## src/rtl/audio_pkg.sv

```systemverilog
// Shared types, FSM encodings and helpers for the audio frame mixer.
package audio_pkg;

    typedef enum logic [1:0] {
        ROUTE_MONO  = 2'b00,
        ROUTE_LEFT  = 2'b01,
        ROUTE_RIGHT = 2'b10,
        ROUTE_MUTE  = 2'b11
    } route_t;

    // FSM state encoding, kept as plain constants for compatibility with older blocks.
    typedef logic [2:0] state_t;
    localparam state_t StIdle = 3'd0;
    localparam state_t StScan = 3'd1;
    localparam state_t StAddr = 3'd2;
    localparam state_t StData = 3'd3;
    localparam state_t StMac  = 3'd4;
    localparam state_t StSat  = 3'd5;
    localparam state_t StOut  = 3'd6;

    localparam logic [1:0] AXI_RESP_OKAY = 2'b00;

    // Clamp a signed value into the signed range of a width-bit result.
    function automatic logic signed [63:0] sat_clamp(input logic signed [63:0] acc,
                                                     input int unsigned width);
        logic signed [63:0] hi;
        logic signed [63:0] lo;
        hi = (64'sd1 <<< (width - 1)) - 64'sd1;
        lo = -(64'sd1 <<< (width - 1));
        if (acc > hi) begin
            return hi;
        end else if (acc < lo) begin
            return lo;
        end
        return acc;
    endfunction

endpackage

```

## src/rtl/audio_frame_mixer_gain_mac.sv

```systemverilog
// Per-sample gain and routing into the stereo accumulators.
module audio_gain_mac
    import audio_pkg::*;
#(
    parameter int unsigned SAMPLE_W = 16,
    parameter int unsigned VOL_W    = 8,
    parameter int unsigned ACC_W    = 21
) (
    input  logic                     clk,
    input  logic                     aresetn,
    input  logic                     clr_i,
    input  logic                     en_i,
    input  logic [SAMPLE_W-1:0]      sample_i,
    input  logic [VOL_W-1:0]         volume_i,
    input  route_t                   route_i,
    output logic signed [ACC_W-1:0]  prod_o,
    output logic signed [ACC_W-1:0]  acc_l_o,
    output logic signed [ACC_W-1:0]  acc_r_o
);

    localparam int unsigned PROD_W = SAMPLE_W + VOL_W + 1;

    logic signed [SAMPLE_W-1:0] sample_s;
    logic signed [VOL_W:0]      vol_s;
    logic signed [PROD_W-1:0]   prod_full;
    logic signed [PROD_W-1:0]   prod_sh;
    logic signed [ACC_W-1:0]    acc_l_q;
    logic signed [ACC_W-1:0]    acc_r_q;

    // Volume is unsigned, so it gets a zero sign bit before the signed multiply.
    assign sample_s  = $signed(sample_i);
    assign vol_s     = $signed({1'b0, volume_i});
    assign prod_full = PROD_W'(sample_s) * PROD_W'(vol_s);
    assign prod_sh   = prod_full >>> (VOL_W - 1);
    assign prod_o    = ACC_W'(prod_sh);

    // Accumulate the scaled sample into the sides selected by the route.
    always_ff @(posedge clk) begin
        if (!aresetn || clr_i) begin
            acc_l_q <= '0;
            acc_r_q <= '0;
        end else if (en_i) begin
            if (route_i == ROUTE_MONO || route_i == ROUTE_LEFT) begin
                acc_l_q <= acc_l_q + prod_o;
            end
            if (route_i == ROUTE_MONO || route_i == ROUTE_RIGHT) begin
                acc_r_q <= acc_r_q + prod_o;
            end
        end
    end

    assign acc_l_o = acc_l_q;
    assign acc_r_o = acc_r_q;

endmodule

```

## src/rtl/audio_frame_mixer.sv

```systemverilog
// Frame-tick driven sample fetcher and stereo mixer with an AXI-Lite read master.
module audio_frame_mixer
    import audio_pkg::*;
#(
    parameter int unsigned NUM_CH     = 8,
    parameter int unsigned SAMPLE_W   = 16,
    parameter int unsigned ADDR_W     = 32,
    parameter int unsigned SWAP_BYTES = 1,
    parameter int unsigned VOL_W      = 8
) (
    input  logic                       clk,
    input  logic                       aresetn,
    input  logic                       frame_tick,
    input  logic [NUM_CH-1:0]          ch_active,
    input  logic [NUM_CH*ADDR_W-1:0]   ch_addr,
    input  logic [NUM_CH*VOL_W-1:0]    ch_volume,
    input  logic [NUM_CH*2-1:0]        ch_route,
    output logic [NUM_CH-1:0]          ch_ack,
    output logic [ADDR_W-1:0]          m_axil_araddr,
    output logic [2:0]                 m_axil_arprot,
    output logic                       m_axil_arvalid,
    input  logic                       m_axil_arready,
    input  logic [SAMPLE_W-1:0]        m_axil_rdata,
    input  logic [1:0]                 m_axil_rresp,
    input  logic                       m_axil_rvalid,
    output logic                       m_axil_rready,
    output logic [SAMPLE_W-1:0]        out_left,
    output logic [SAMPLE_W-1:0]        out_right,
    output logic                       out_valid,
    input  logic                       out_ready,
    output logic                       busy,
    output logic                       overrun,
    output logic                       resp_err
);

    localparam int unsigned IDX_W = $clog2(NUM_CH + 1);
    localparam int unsigned ACC_W = SAMPLE_W + 2 + $clog2(NUM_CH);

    state_t                 state_q, state_d;
    logic [IDX_W-1:0]       idx_q, idx_d;
    logic [ADDR_W-1:0]      araddr_q, araddr_d;
    logic                   arvalid_q, arvalid_d;
    logic                   rready_q, rready_d;
    logic [SAMPLE_W-1:0]    sample_q, sample_d;
    logic [SAMPLE_W-1:0]    out_left_q, out_left_d;
    logic [SAMPLE_W-1:0]    out_right_q, out_right_d;
    logic                   out_valid_q, out_valid_d;
    logic                   overrun_q, overrun_d;
    logic                   resp_err_q, resp_err_d;

    logic                   act_sel;
    logic [ADDR_W-1:0]      addr_sel;
    logic [VOL_W-1:0]       vol_sel;
    route_t                 route_sel;
    logic [SAMPLE_W-1:0]    rdata_sw;
    logic                   acc_clr;
    logic                   acc_en;
    logic signed [ACC_W-1:0] prod;
    logic signed [ACC_W-1:0] acc_l;
    logic signed [ACC_W-1:0] acc_r;

    // Select the configuration of the channel currently being visited.
    always_comb begin
        act_sel   = 1'b0;
        addr_sel  = '0;
        vol_sel   = '0;
        route_sel = ROUTE_MUTE;
        for (int i = 0; i < NUM_CH; i++) begin
            if (idx_q == IDX_W'(i)) begin
                act_sel   = ch_active[i];
                addr_sel  = ch_addr[i*ADDR_W +: ADDR_W];
                vol_sel   = ch_volume[i*VOL_W +: VOL_W];
                route_sel = route_t'(ch_route[2*i +: 2]);
            end
        end
    end

    // Samples are stored big-endian in little-endian memory, so reverse bytes when enabled.
    always_comb begin
        rdata_sw = m_axil_rdata;
        if (SWAP_BYTES != 0) begin
            for (int b = 0; b < SAMPLE_W / 8; b++) begin
                rdata_sw[8*b +: 8] = m_axil_rdata[SAMPLE_W-8-8*b +: 8];
            end
        end
    end

    // Frame sequencing: scan channels, fetch, mix, saturate and hand off.
    always_comb begin
        state_d     = state_q;
        idx_d       = idx_q;
        araddr_d    = araddr_q;
        arvalid_d   = arvalid_q;
        rready_d    = rready_q;
        sample_d    = sample_q;
        out_left_d  = out_left_q;
        out_right_d = out_right_q;
        out_valid_d = out_valid_q;
        overrun_d   = frame_tick && (state_q != StIdle);
        resp_err_d  = 1'b0;
        acc_clr     = 1'b0;
        acc_en      = 1'b0;
        case (state_q)
            StIdle: begin
                if (frame_tick) begin
                    acc_clr = 1'b1;
                    idx_d   = '0;
                    state_d = StScan;
                end
            end
            StScan: begin
                if (idx_q == IDX_W'(NUM_CH)) begin
                    state_d = StSat;
                end else if (!act_sel || route_sel == ROUTE_MUTE) begin
                    idx_d = idx_q + IDX_W'(1);
                end else begin
                    araddr_d  = addr_sel;
                    arvalid_d = 1'b1;
                    state_d   = StAddr;
                end
            end
            StAddr: begin
                if (m_axil_arready) begin
                    arvalid_d = 1'b0;
                    rready_d  = 1'b1;
                    state_d   = StData;
                end
            end
            StData: begin
                if (m_axil_rvalid && rready_q) begin
                    rready_d = 1'b0;
                    if (m_axil_rresp == AXI_RESP_OKAY) begin
                        sample_d = rdata_sw;
                    end else begin
                        // A failed read still consumes the channel, contributing silence.
                        sample_d   = '0;
                        resp_err_d = 1'b1;
                    end
                    state_d = StMac;
                end
            end
            StMac: begin
                acc_en  = 1'b1;
                idx_d   = idx_q + IDX_W'(1);
                state_d = StScan;
            end
            StSat: begin
                out_left_d  = SAMPLE_W'(sat_clamp(64'(acc_l), SAMPLE_W));
                out_right_d = SAMPLE_W'(sat_clamp(64'(acc_r), SAMPLE_W));
                out_valid_d = 1'b1;
                state_d     = StOut;
            end
            StOut: begin
                if (out_ready) begin
                    out_valid_d = 1'b0;
                    state_d     = StIdle;
                end
            end
            default: state_d = StIdle;
        endcase
    end

    // State and output registers with synchronous active-low reset.
    always_ff @(posedge clk) begin
        if (!aresetn) begin
            state_q     <= StIdle;
            idx_q       <= '0;
            araddr_q    <= '0;
            arvalid_q   <= 1'b0;
            rready_q    <= 1'b0;
            sample_q    <= '0;
            out_left_q  <= '0;
            out_right_q <= '0;
            out_valid_q <= 1'b0;
            overrun_q   <= 1'b0;
            resp_err_q  <= 1'b0;
        end else begin
            state_q     <= state_d;
            idx_q       <= idx_d;
            araddr_q    <= araddr_d;
            arvalid_q   <= arvalid_d;
            rready_q    <= rready_d;
            sample_q    <= sample_d;
            out_left_q  <= out_left_d;
            out_right_q <= out_right_d;
            out_valid_q <= out_valid_d;
            overrun_q   <= overrun_d;
            resp_err_q  <= resp_err_d;
        end
    end

    // The channel is acknowledged during its MAC cycle.
    always_comb begin
        ch_ack = '0;
        for (int i = 0; i < NUM_CH; i++) begin
            ch_ack[i] = (state_q == StMac) && (idx_q == IDX_W'(i));
        end
    end

    audio_gain_mac #(
        .SAMPLE_W (SAMPLE_W),
        .VOL_W    (VOL_W),
        .ACC_W    (ACC_W)
    ) u_gain_mac (
        .clk      (clk),
        .aresetn  (aresetn),
        .clr_i    (acc_clr),
        .en_i     (acc_en),
        .sample_i (sample_q),
        .volume_i (vol_sel),
        .route_i  (route_sel),
        .prod_o   (prod),
        .acc_l_o  (acc_l),
        .acc_r_o  (acc_r)
    );

    assign m_axil_araddr  = araddr_q;
    assign m_axil_arprot  = 3'b000;
    assign m_axil_arvalid = arvalid_q;
    assign m_axil_rready  = rready_q;
    assign out_left       = out_left_q;
    assign out_right      = out_right_q;
    assign out_valid      = out_valid_q;
    assign busy           = (state_q != StIdle);
    assign overrun        = overrun_q;
    assign resp_err       = resp_err_q;

endmodule

```

## config.mk

```make
export PLATFORM = sky130hd
export DESIGN_NAME = audio_frame_mixer
export DESIGN_NICKNAME = d
export VERILOG_FILES = /design/src/rtl/audio_pkg.sv /design/src/rtl/audio_frame_mixer_gain_mac.sv /design/src/rtl/audio_frame_mixer.sv
export SDC_FILE = /design/constraint.sdc
export NUM_CORES = 1
export LEC_CHECK = 0
export BUFFER_PORTS_ARGS = -buffer_cell sky130_fd_sc_hd__buf_2
export CAP_MARGIN = 5
export CORE_MARGIN = 2
export CORE_UTILIZATION = 45
export DETAILED_ROUTE_END_ITERATION = 6
export GPL_ROUTABILITY_DRIVEN = 0
export GPL_TIMING_DRIVEN = 0
export PLACE_DENSITY = 0.72
export RECOVER_POWER = 50
export SLEW_MARGIN = 40
export SYNTH_ARGS = -nofsm -noshare
export SYNTH_HDL_FRONTEND = slang
export SYNTH_HIERARCHICAL = 1
export SYNTH_SLANG_ARGS = --single-unit
export TNS_END_PERCENT = 5
```

## constraint.sdc

```tcl
create_clock -name clk -period 9.5 [get_ports clk]
set_clock_uncertainty 0.05 [all_clocks]
set_input_delay 0.95 -clock clk [delete_from_list [all_inputs] [get_ports clk]]
set_output_delay 0.95 -clock clk [all_outputs]
set_load 0.02 [all_outputs]
```

# [Yosys cells after proc, flatten, opt, wreduce, memory -nomap -nowiden]
# Cells that the tools add are included.
[word_totals] ff_bits=134 latch_bits=0 ram_bits=0 rom_bits=0 inputBits=368 out_inout_bits=81 wordCells=152 n_memories=0
[op_classes] n_addsub=3 n_mul=1 div_mod_pow=0 magnitude_cmp=4 eq_ne=25 shift=0 mux=69 bitwise_logic=2 reduce_logical=35
[op_table] operator="$mux 32" n=8
[op_table] operator="$mux 16" n=7
[op_table] operator="$mux 8" n=8
[op_table] operator="$add 21x18->21" n=2
[op_table] operator="$gt 21x16->1 const B" n=2
[op_table] operator="$lt 21x16->1 const B" n=2
[op_table] operator="$mul 16x9->25" n=1
[op_table] operator="$mux 1" n=24
[op_table] operator="$pmux 3 s7" n=1
[op_table] operator="$mux 3" n=6
[op_table] operator="$eq 4x3->1 const B" n=4
[op_table] operator="$mux 2" n=8
[op_table] operator="$ne 2x2->1 const B" n=7
[op_table] operator="$mux 4" n=3
[op_table] operator="$pmux 4 s3" n=1
[op_table] operator="$logic_and 1x1->1" n=10
[op_table] operator="$eq 3x3->1 const B" n=3
[op_table] operator="$reduce_and 3->1" n=3
[op_table] operator="$eq 4x2->1 const B" n=2
[op_table] operator="$reduce_and 2->1" n=4
[op_table] operator="$reduce_and 4->1" n=2
[op_table] operator="$eq 3x2->1 const B" n=2
[op_table] operator="$pmux 1 s2" n=3
[op_table] operator="$reduce_bool 2->1" n=3
[op_table] operator="other kinds (15)" n=23

# [Longest topological paths before layout]
[depth] depth_word=14 ltp_mapped=41 depth_no_buf=37

# [By module]
# The synthesis kept the hierarchy.
[by_module_without_submodules] mod="audio_gain_mac" instances=1 cells_per_inst=924 area_each_um2=7632.3 seq_area_each_um2=840.8
[by_module_without_submodules] mod="audio_frame_mixer" instances=1 cells_per_inst=840 area_each_um2=6200.9 seq_area_each_um2=1841.8

# [Worst setup path before layout]
# OpenSTA, ideal clock, no wires.
[synth_timing] kind="reg2reg" start="register idx_q[1]" end="register u_gain_mac.acc_r_q[20] (netlist: u_gain_mac/acc_r_o[20])" t_arrival_ns=8.468 required_ns=9.383 slack_ns=0.915 stages_incl_launch_ff=41 period_less_slack_ns=8.585 path_cell_list="dfxtp_1 > inv_1 > ha_1 > buf_2 > buf_2 > nor2b_1 > clkbuf_1 > a22oi_1 > o21ai_0 > a221oi_1 > o21ai_0 > mux2_2 > clkbuf_1 > nand2_1 > fa_1 > inv_1 > fa_1 > fa_1 > [... 5 more ...] > a21boi_1 > a211oi_1 > o21ai_1 > o21a_1 > o21a_1 > o21a_1 > nor2_1 > xnor2_1 > ha_1 > a21oi_1 > o21ai_0 > nor3b_1 > a2111oi_0 > nor2_1 > a211o_1 > xnor2_1 > a21o_1 > a21oi_2"
[synth_via] word_cells_on_any_way=30
[synth_rtl] item="start, declared" line="audio_frame_mixer.sv:40" source="logic [IDX_W-1:0] idx_q, idx_d;"
[synth_rtl] item="start signal, assigned" line="audio_frame_mixer.sv:179" source="idx_q <= idx_d;"
[synth_rtl] item="$logic_not 4->1" line="audio_frame_mixer.sv:69" source="if (idx_q == IDX_W'(i)) begin"
[synth_rtl] item="$mux 8 (7 in series)" line="audio_frame_mixer.sv:69"
[synth_rtl] item="$mux 8 *" line="audio_frame_mixer.sv:69"
[synth_rtl] item="named net vol_sel[0]" line="audio_frame_mixer.sv:53" source="logic [VOL_W-1:0] vol_sel;"
[synth_rtl] item="$mul 16x9->25 *" line="audio_frame_mixer_gain_mac.sv:33" source="assign prod_full = PROD_W'(sample_s) * PROD_W'(vol_s);"
[synth_rtl] item="named net prod[11]" line="audio_frame_mixer.sv:58" source="logic signed [ACC_W-1:0] prod;"
[synth_rtl] item="$add 21x18->21 *" line="audio_frame_mixer_gain_mac.sv:47" source="acc_r_q <= acc_r_q + prod_o;"
[synth_rtl] item="end signal, assigned" line="audio_frame_mixer_gain_mac.sv:47"
[synth_rtl] item="end, declared" line="audio_frame_mixer_gain_mac.sv:28" source="logic signed [ACC_W-1:0] acc_r_q;"
# The timed path passes the listed nets; every way through them passes the cells marked *.
# A chain may end at the register's enable or synchronous reset.

# [Worst setup path in the final report]
[layout_timing] start="register idx_q[1]" end="register u_gain_mac.acc_l_q[20] (netlist: u_gain_mac/acc_l_o[20])"
[layout_via] word_cells_on_any_way=30
[layout_rtl] item="$logic_not 4->1" line="audio_frame_mixer.sv:69"
[layout_rtl] item="$mux 8 (7 in series)" line="audio_frame_mixer.sv:69"
[layout_rtl] item="$mux 8 *" line="audio_frame_mixer.sv:69"
[layout_rtl] item="named net vol_sel[2]" line="audio_frame_mixer.sv:53"
[layout_rtl] item="$mul 16x9->25 *" line="audio_frame_mixer_gain_mac.sv:33"
[layout_rtl] item="named net prod[11]" line="audio_frame_mixer.sv:58"
[layout_rtl] item="$add 21x18->21 *" line="audio_frame_mixer_gain_mac.sv:44" source="acc_l_q <= acc_l_q + prod_o;"
[layout_rtl] item="end signal, assigned" line="audio_frame_mixer_gain_mac.sv:44"
[layout_rtl] item="end, declared" line="audio_frame_mixer_gain_mac.sv:27" source="logic signed [ACC_W-1:0] acc_l_q;"
# Marked as above.

==> reports/results.tsv <==
stage	metric	value	unit
critical_path	max incr delay on CP	0.53	ns
timing	final worst setup slack	0.2454	ns
global_routing	met3 Use GR	0.1240	
die	# rows	64	
finish	nets	2795	
critical_path	maximum fanout along the worst path	10	
timing	min Tclk post-route	9.255	ns
critical_path	WP data required	9.81	ns
die	Starting Density	0.4539	
power_and_ir_drop	Reg power frac	0.250	
clock_tree	worst-skew pair later-pin latency	0.44	ns
outcome	failing checks	DRC	
timing	Final setup violation count	0	
detailed_routing	# DRC	60	
detailed_routing	Avg WL per Cell	23.02	um
detailed_routing	post-route antenna net violation count	0	
clock_tree	Longest Clk Path Bufs	2	
power_and_ir_drop	cell internal pwr	0.001429	W
critical_path	critical path startpoint category	flip-flop	
clock_tree	CTS buffer count	17	
yosys	Cells after Synth	1761	
place	Port Buf Inserts	445	
timing	Rel. slew slack	0.4406	
power_and_ir_drop	Worst VDD drop	0.1074	mV
place	Post-DP Area	16540	um2
finish	register area	2683	um2
die	DIE AREA	32110	um2
global_routing	largest net degree at the start of global routing	17	
yosys	Syn Area/Cell	7.843	um2
clock_tree	clock sinks	134	
die	io pins	449	
power_and_ir_drop	Clk network pwr share	0.279	
yosys	Mapped Area	13810	um2
global_routing	first-pass GRT wire length	87.15	mm
power_and_ir_drop	leakage	8.541	nW
clock_tree	CTS HTree Levels	4	
timing	Max Slew Vio Count	0	
die	Core Footprint	30430	um2
timing	final critical-path share of the clock period	0.9742	
place	Place WS	-1.312	ns
die	die span in y	179.2	um
place	Placed Cells	2604	
detailed_routing	total number of vias	15930	
global_routing	via count of the first global-routing pass	14750	
run	MaxCap Viol Count	0	
finish	Util after Layout	0.5683	
finish	Post-Layout Cell Count	2650	
detailed_routing	Detailed Route WL	61.01	mm
critical_path	Worst path slowest cell	fa_1	
power_and_ir_drop	Net Sw Frac	0.4557	
outcome	status	complete, but fails checks	
clock_tree	Reg clk slew, reported paths	0.07	ns
power_and_ir_drop	P_sw	0.001196	W
global_routing	Congestion Overflow GR	0	
global_routing	M1 GR Usage	0.4465	
critical_path	CP arrival	9.57	ns
finish	Multi-input gate area	10170	um2
finish	layout cells sized above 1	0.2143	
yosys	Synth warnings	6	
power_and_ir_drop	combinational power share	0.471	
global_routing	M2 GR Usage	0.5829	
power_and_ir_drop	pwr/cell area	151.8	nW/um2
global_routing	busiest grt layer	met2	
timing	f_max	108.1	MHz
global_routing	initial antenna violation count	11	
die	Die Width	179.2	um
global_routing	Total GRT Usage	0.3673	
finish	post-route cell area	17290	um2
critical_path	Worst Setup Path Type	reg2reg	
clock_tree	CTS tree	yes	
detailed_routing	Detailed Routing Iterations Pass 1	7	
clock_tree	clk root buf	clkbuf_16	
timing	RSZ-0062 raised after global routing	yes	
critical_path	crit path capture type	flip-flop	
worst_hold_path	Hold Crit Class	reg2reg	
finish	Layout area overhead	25.22	%
detailed_routing	initial DRC count	1684	
timing	final hold violation count	0	
finish	Fill cells	2940	
timing	Least-Margin Pin Slew	0.8352	ns
detailed_routing	vias per cell	6.012	
place	DP HPWL	49.59	mm
layout make-up:
cell class | count | share of cell area
Multi-Input combinational cell | 1356 | 0.5880
Buffer | 114 | 0.02966
Clock inverter | 15 | 0.01201
Tap cell | 396 | 0.02865
Timing Repair Buffer | 450 | 0.1260
Inverter | 159 | 0.03473
Antenna cell | 9 | 0.001302
Clock buffer | 17 | 0.02460
Sequential cell | 134 | 0.1551
placed cells by master, fill, tap and decap left out, types with 10 or more instances in the layout:
cell         n
a211oi_1    43
a21o_1      23
a21oi_1    149
a221oi_1    40
a22o_1      17
a22oi_1     41
and2_1      74
buf_2      386
buf_4       11
clkbuf_1   145
clkbuf_16   17
dfxtp_1    134
fa_1       103
ha_1        91
inv_1      158
nand2_1    155
nand2b_1    12
nand3_1     26
nor2_1     153
nor3_1      16
o211a_1     33
o211ai_1    41
o21ai_0    143
xnor2_1     39
xor2_1      10
sequential cells by signal (all words and copies together) (netlist names):
name                cells
u_gain_mac/acc_l_o     21
out_left               16
out_right              16
u_gain_mac/acc_r_o     21
state_q                 3
sample_q               16
overrun                 1
m_axil_arvalid          1
m_axil_rready           1
out_valid               1
idx_q                   4
resp_err                1
m_axil_araddr          32
final timing paths:
path	start	to	slack, ns	cells after the start
setup / recovery	idx_q[1]$_SDFFE_PN0P_	u_gain_mac/acc_l_o[20]$_SDFFE_PP0P_	0.25	41
hold / removal	u_gain_mac/acc_l_o[6]$_SDFFE_PP0P_	u_gain_mac/acc_l_o[6]$_SDFFE_PP0P_	0.43	2
setup reg to reg	idx_q[1]$_SDFFE_PN0P_	u_gain_mac/acc_l_o[20]$_SDFFE_PP0P_	0.25	41
hold reg to reg	u_gain_mac/acc_l_o[6]$_SDFFE_PP0P_	u_gain_mac/acc_l_o[6]$_SDFFE_PP0P_	0.43	2
repair_timing:
action                                  in CTS  in global routing
hold endpoints to repair                     0                  0
endpoints found under the setup margin      21                 13
setup buffers                                1                  4
hold buffers                                 0                  0
resized for setup                           21                 38
pin swaps                                    1                  2
power groups by stage:
| stage | combinational (W) | sequential, W | clock [W] |
|---|---|---|---|
| final | 0.00124 | 0.000656 | 0.000733 |
| after global routing | 0.00130 | 0.000659 | 0.000758 |
| after CTS | 0.00119 | 0.000651 | 0.000739 |
| after detailed placement | 0.00117 | 0.000664 | 0 |
| after global placement | 0.00116 | 0.000662 | 0 |
| after floorplan | 0.000635 | 0.000719 | 0 |
worst max-delay path: cells and delay by family (launching register included):
kind                       cells  cell delay, ns
and+or+nand+nor                5            0.72
DFF                            1            0.42
muxes                          1            0.30
AOI/OAI and AO/OA             17            3.04
buffers and inverters          9            1.34
xor gates and xnor gates       2            0.36
adders and majority gates      7            2.91
stage by stage:
step                      TNS (ns)  hold slack, ns  total power (W)
after floorplan                  0          0.3973         0.001354
after global placement      -9.629          0.4086         0.001818
after detailed placement    -9.907          0.4182         0.001833
after CTS                        0          0.4260         0.002576
after global routing       -0.1978          0.4451         0.002721
final                            0          0.4308         0.002625
metal layers:
metal	part of all wire	wire [um]
met1	0.38	23040
met2	0.46	28000
met3	0.12	7215
met4	0.045	2730
met5	0.00038	23
No activity file was read; power rests on OpenSTA's default activity.
